**src/rtl/sig_stream_serializer.sv**
```systemverilog
// rtl/sig_stream_serializer.sv - serializes a 520-bit signer result into a byte stream frame
// Frames are header(optional) + r,s,v MSB first; signer errors become a single 0xEE byte.
module sig_stream_serializer #(
  parameter int HEADER_EN = 1
) (
  input  logic         clk,
  input  logic         rst_n,
  input  logic [519:0] sig_in,
  input  logic         sig_done,
  input  logic         sig_error,
  output logic [7:0]   out_data,
  output logic         out_valid,
  input  logic         out_ready,
  output logic         out_last,
  output logic         busy,
  output logic         drop_flag,
  input  logic         clr_drop
);

  typedef enum logic [1:0] {IDLE, SEND, ERR} state_t;

  localparam int         HDR      = (HEADER_EN != 0) ? 1 : 0;
  localparam logic [6:0] LAST_IDX = 7'(64 + HDR);
  localparam logic [7:0] HDR_BYTE = 8'h5A;
  localparam logic [7:0] ERR_BYTE = 8'hEE;

  state_t         state;
  logic [519:0]   hold;
  logic [6:0]     cnt;
  logic           hs;
  logic           accept;
  logic           drop_evt;

  // Frame position idx maps to the header byte or payload byte k = idx - HDR.
  function automatic logic [7:0] byte_at(input logic [519:0] h, input logic [6:0] idx);
    int k;
    if (HDR == 1 && idx == 7'd0) return HDR_BYTE;
    k = int'(idx) - HDR;
    return h[519 - 8*k -: 8];
  endfunction

  // A new event is taken in IDLE or on the final-byte handshake, so frames can abut.
  assign hs       = out_valid && out_ready;
  assign accept   = (state == IDLE) || (hs && out_last);
  assign drop_evt = (sig_done || sig_error) && !accept;

  always_ff @(posedge clk or negedge rst_n) begin
    if (!rst_n) begin
      state     <= IDLE;
      hold      <= '0;
      cnt       <= '0;
      out_data  <= '0;
      out_valid <= 1'b0;
      out_last  <= 1'b0;
      busy      <= 1'b0;
      drop_flag <= 1'b0;
    end else begin
      if (drop_evt)      drop_flag <= 1'b1;
      else if (clr_drop) drop_flag <= 1'b0;

      if (accept && sig_error) begin
        state     <= ERR;
        busy      <= 1'b1;
        cnt       <= '0;
        out_data  <= ERR_BYTE;
        out_valid <= 1'b1;
        out_last  <= 1'b1;
      end else if (accept && sig_done) begin
        state     <= SEND;
        busy      <= 1'b1;
        hold      <= sig_in;
        cnt       <= '0;
        out_data  <= byte_at(sig_in, 7'd0);
        out_valid <= 1'b1;
        out_last  <= 1'b0;
      end else if (hs && out_last) begin
        state     <= IDLE;
        busy      <= 1'b0;
        out_data  <= '0;
        out_valid <= 1'b0;
        out_last  <= 1'b0;
      end else if (hs) begin
        cnt       <= cnt + 7'd1;
        out_data  <= byte_at(hold, cnt + 7'd1);
        out_last  <= ((cnt + 7'd1) == LAST_IDX);
      end
    end
  end

endmodule

```
**config.mk**
```make
export PLATFORM = sky130hd
export DESIGN_NAME = sig_stream_serializer
export DESIGN_NICKNAME = d
export VERILOG_FILES = /design/src/rtl/sig_stream_serializer.sv
export SDC_FILE = /design/constraint.sdc
export NUM_CORES = 1
export LEC_CHECK = 0
export BUFFER_PORTS_ARGS = -buffer_cell sky130_fd_sc_hd__buf_2
export CORE_UTILIZATION = 50
export CTS_CLUSTER_SIZE = 12
export DETAILED_ROUTE_END_ITERATION = 10
export GPL_ROUTABILITY_DRIVEN = 0
export PLACE_DENSITY = 0.81
export SETUP_SLACK_MARGIN = 0.1
export SKIP_LAST_GASP = 1
export SLEW_MARGIN = 20
export SYNTH_ARGS = -nofsm -noshare
export SYNTH_HDL_FRONTEND = slang
export SYNTH_SLANG_ARGS = --single-unit
```
**constraint.sdc**
```tcl
create_clock -name clk -period 3.6 [get_ports clk]
set_clock_uncertainty 0.15 [all_clocks]
set_input_delay 0.36 -clock clk [delete_from_list [all_inputs] [get_ports clk]]
set_output_delay 0.36 -clock clk [all_outputs]
set_load 0.05 [all_outputs]
```
==> flow_summary.json <==
{
  "finalMaxSlewViolations": 0,
  "die-height_um": 225.1,
  "first_iter_violations": 1556,
  "maxSlewHeadroom_pct": 54.25,
  "timing.fmax_ghz": 0.2908,
  "ys_warn_count": 0,
  "final_cells": 3396,
  "wl_per_cell_um": 25.67,
  "syn2layout_area_growth_pct": 44.24,
  "cts_tree": "done",
  "maxCapViolations": 0,
  "nFillCells": 2917,
  "worstPathRequired_ns": 3.95,
  "drive_gt1_share_pct": 50.70,
  "max_slew.worst_pin.slew_ns": 0.6862,
  "rsz0062_at_grt": "true",
  "min_period_over_period_pct": 95.54,
  "clock_sinks": 540,
  "dp_cells": 2731,
  "grt_max_degree": 105,
  "path_max_fanout": 7,
  "ios": 538,
  "grt_pass1_wl_um": 130700,
  "track_usage_pct": 34.61,
  "async_flop_share_pct": 100.0,
  "hold_violations": 0,
  "start_kind": "flip-flop",
  "period_needed_ns": 3.439,
  "power.density_mw_per_mm2": 881.9,
  "start_util_pct": 50.73,
  "cts_buffers": 58,
  "ys.flop_type": "dfrtp_1",
  "die_area_mm2": 0.05067,
  "outcome": "finished clean",
  "wirelength_um": 87180,
  "antenna_left": 0,
  "peakVddDrop_mv": 0.7495,
  "firstDrtPassIters": 5,
  "final_nets": 3195,
  "fin_ws_ns": 0.1606,
  "clockRootBuffer": "clkbuf_16",
  "setup_viol": 0,
  "netlist_instances": 1589,
  "crit_type": "reg2reg",
  "yosysSeqAreaShare_pct": 54.30,
  "clk_latency_ns": 0.61,
  "cts_buffer_depth": 3,
  "dpl_worst_slack_ns": -0.02586,
  "avgSynthCellArea_um2": 15.66,
  "leakage_nw": 15.63,
  "netlist_area_mm2": 0.02489,
  "synth_cell_type_count": 62,
  "antenna_found_initial": 16,
  "vias": 19499,
  "grt_pass1_vias": 21913,
  "grt-ovfl-total": 0,
  "synth-edff-count": 0,
  "dpl_cell_area_mm2": 0.02854,
  "rows": 81,
  "cp-end-kind": "flip-flop",
  "finalInstanceArea_mm2": 0.03589,
  "ys_seq_elements": 540,
  "arrival_ns": 3.79,
  "dp_hpwl_um": 51310,
  "hp-class": "in2reg",
  "synthesis.nets": 2118,
  "die-width_um": 225.1,
  "drt-vias-per-instance": 5.742,
  "coreArea_mm2": 0.04905,
  "htreeDepth": 2,
  "drc": 0,
  "path_clk_slew_ns": 0.06,
  "p_total_mw": 31.66,
  "fin_tns_setup_ns": 0,
  "portBuffers": 537
}
cell usage after synthesis, types with 2 or more instances:
| cell type | count | area (µm²) |
|---|---|---|
| a22o_1 | 2 | 17.52 |
| a221oi_1 | 2 | 17.52 |
| a21oi_1 | 6 | 30.03 |
| mux4_2 | 132 | 2973 |
| nor2_1 | 18 | 67.56 |
| mux2i_1 | 37 | 370.4 |
| a31oi_1 | 4 | 25.02 |
| buf_2 | 29 | 145.1 |
| nand2b_1 | 3 | 18.77 |
| mux2_2 | 523 | 5889 |
| buf_4 | 13 | 97.59 |
| xor2_1 | 8 | 70.07 |
| o211ai_1 | 5 | 37.54 |
| o221a_1 | 3 | 33.78 |
| a311oi_1 | 9 | 78.83 |
| inv_1 | 5 | 18.77 |
| buf_6 | 4 | 45.04 |
| nor3b_2 | 2 | 25.02 |
| a211oi_1 | 15 | 112.6 |
| and3_1 | 5 | 31.28 |
| buf_1 | 4 | 15.01 |
| a311o_1 | 4 | 40.04 |
| clkbuf_1 | 65 | 244.0 |
| dfrtp_1 | 540 | 13510 |
| o21ai_1 | 5 | 25.02 |
| o2111ai_1 | 3 | 26.28 |
| o31ai_1 | 3 | 22.52 |
| nor3_1 | 2 | 10.01 |
| ha_1 | 3 | 37.54 |
| nand2_1 | 63 | 236.5 |
| xnor2_2 | 2 | 32.53 |
| and2_1 | 12 | 75.07 |
| xnor2_1 | 8 | 70.07 |
| o21ai_0 | 5 | 25.02 |
| a21o_1 | 2 | 15.01 |
| nand3_1 | 17 | 85.08 |
cell usage in the layout (no fill, tap or decap), drive strengths merged, types with 2 or more instances in the layout:
| master | n |
|---|---|
| buf | 606 |
| dfrtp | 540 |
| dlygate4sd3 | 525 |
| mux2 | 523 |
| mux4 | 133 |
| clkbuf | 88 |
| nand2 | 63 |
| mux2i | 37 |
| diode | 22 |
| nor2 | 18 |
| nand3 | 17 |
| a211oi | 15 |
| and2 | 13 |
| clkinv | 11 |
| xnor2 | 11 |
| o21ai | 10 |
| a311oi | 9 |
| xor2 | 8 |
| a21oi | 6 |
| o211ai | 6 |
| inv | 6 |
| and3 | 5 |
| a311o | 4 |
| a31oi | 4 |
| o2111ai | 3 |
| nand2b | 3 |
| o31ai | 3 |
| o221a | 3 |
| bufinv | 3 |
| ha | 3 |
| a21o | 2 |
| a221oi | 2 |
| nor3 | 2 |
| a22o | 2 |
| clkinvlp | 2 |
| nor3b | 2 |
| nor2b | 2 |
power breakdown:
group / switching [mW] / internal [mW] / leakage (nW)
Clock: 2.52 / 3.42 / 0.911
Combinational: 6.84 / 7.68 / 8.27
Sequential: 2.03 / 9.15 / 6.45
area by class of cell:
| type | count | area [µm²] | share of cell area, % |
|---|---|---|---|
| clock inverters | 17 | 172.7 | 0.4810 |
| flip-flops and latches | 540 | 13520 | 37.66 |
| multi-input cells | 929 | 10910 | 30.39 |
| repair buffers | 1132 | 8710 | 24.26 |
| diodes | 22 | 55.05 | 0.1534 |
| inverters | 5 | 21.27 | 0.05926 |
| well taps | 664 | 830.8 | 2.315 |
| clock buffers | 87 | 1682 | 4.685 |
state kept, by name, summed over array words and instances (netlist names):
| name | flops |
|---|---|
| busy | 1 |
| cnt | 7 |
| drop_flag | 1 |
| hold | 520 |
| out_data | 8 |
| out_last | 1 |
| state | 2 |
stage by stage:
stage,hold slack [ns],util (%)
final,0.1188,73.18
after global routing,0.1317,73.14
after CTS,0.07661,72.75
after detailed placement,0.2537,58.18
after global placement,0.2562,58.18
after floorplan,-0.08559,-
kinds of logic after synthesis:
logic type | after synthesis | share of synthesized area [%]
xor gates and xnor gates | 19 | 0.8045
adders and majority gates | 3 | 0.1509
and+or+nand+nor | 134 | 2.685
buffers and inverters | 120 | 2.273
AOI/OAI and AO/OA | 80 | 2.579
DFF | 540 | 54.30
muxes | 693 | 37.21
worst paths after layout:
path	start	to	slack (ns)	cells after the start
worst min-delay path	out_ready	out_data[0]	0.12	3
worst min register to register	hold[354]	hold[354]	0.35	1
worst max-delay path	cnt[0]	out_data[1]	0.16	14
min in group asynchronous	rst_n	hold[261]	0.18	2
worst max register to register	cnt[0]	out_data[1]	0.16	14
max in group asynchronous	rst_n	hold[152]	1.99	3
metal layers:
metal | part of all wire (%) | GRT usage [%]
met5 | 0.061 | 0
met4 | 6.4 | 21.02
met3 | 7.7 | 7.588
met1 | 36 | 40.74
met2 | 50 | 58.14
worst max-delay path, stage by stage, from the launching register on:
cell and delay, ns:
dfrtp_4 0.52, inv_4 0.09, ha_4 0.23, buf_4 0.17
nor2b_4 0.12, xnor2_1 0.09, o311a_4 0.43, buf_4 0.18
buf_4 0.16, mux2i_1 0.27, mux2i_1 0.14, mux2i_2 0.29
mux2_2 0.22, o211ai_1 0.08, and3_1 0.19
repair_timing:
action                                  CTS  global route
endpoints found under the hold margin   593             0
gates cloned                              0             1
gates resized for setup                   3            13
buffers inserted                          3            10
endpoints found under the setup margin    6             8
hold buffers                            525             0
pin swaps                                 2             4
Power figures use the tool's default switching activity.
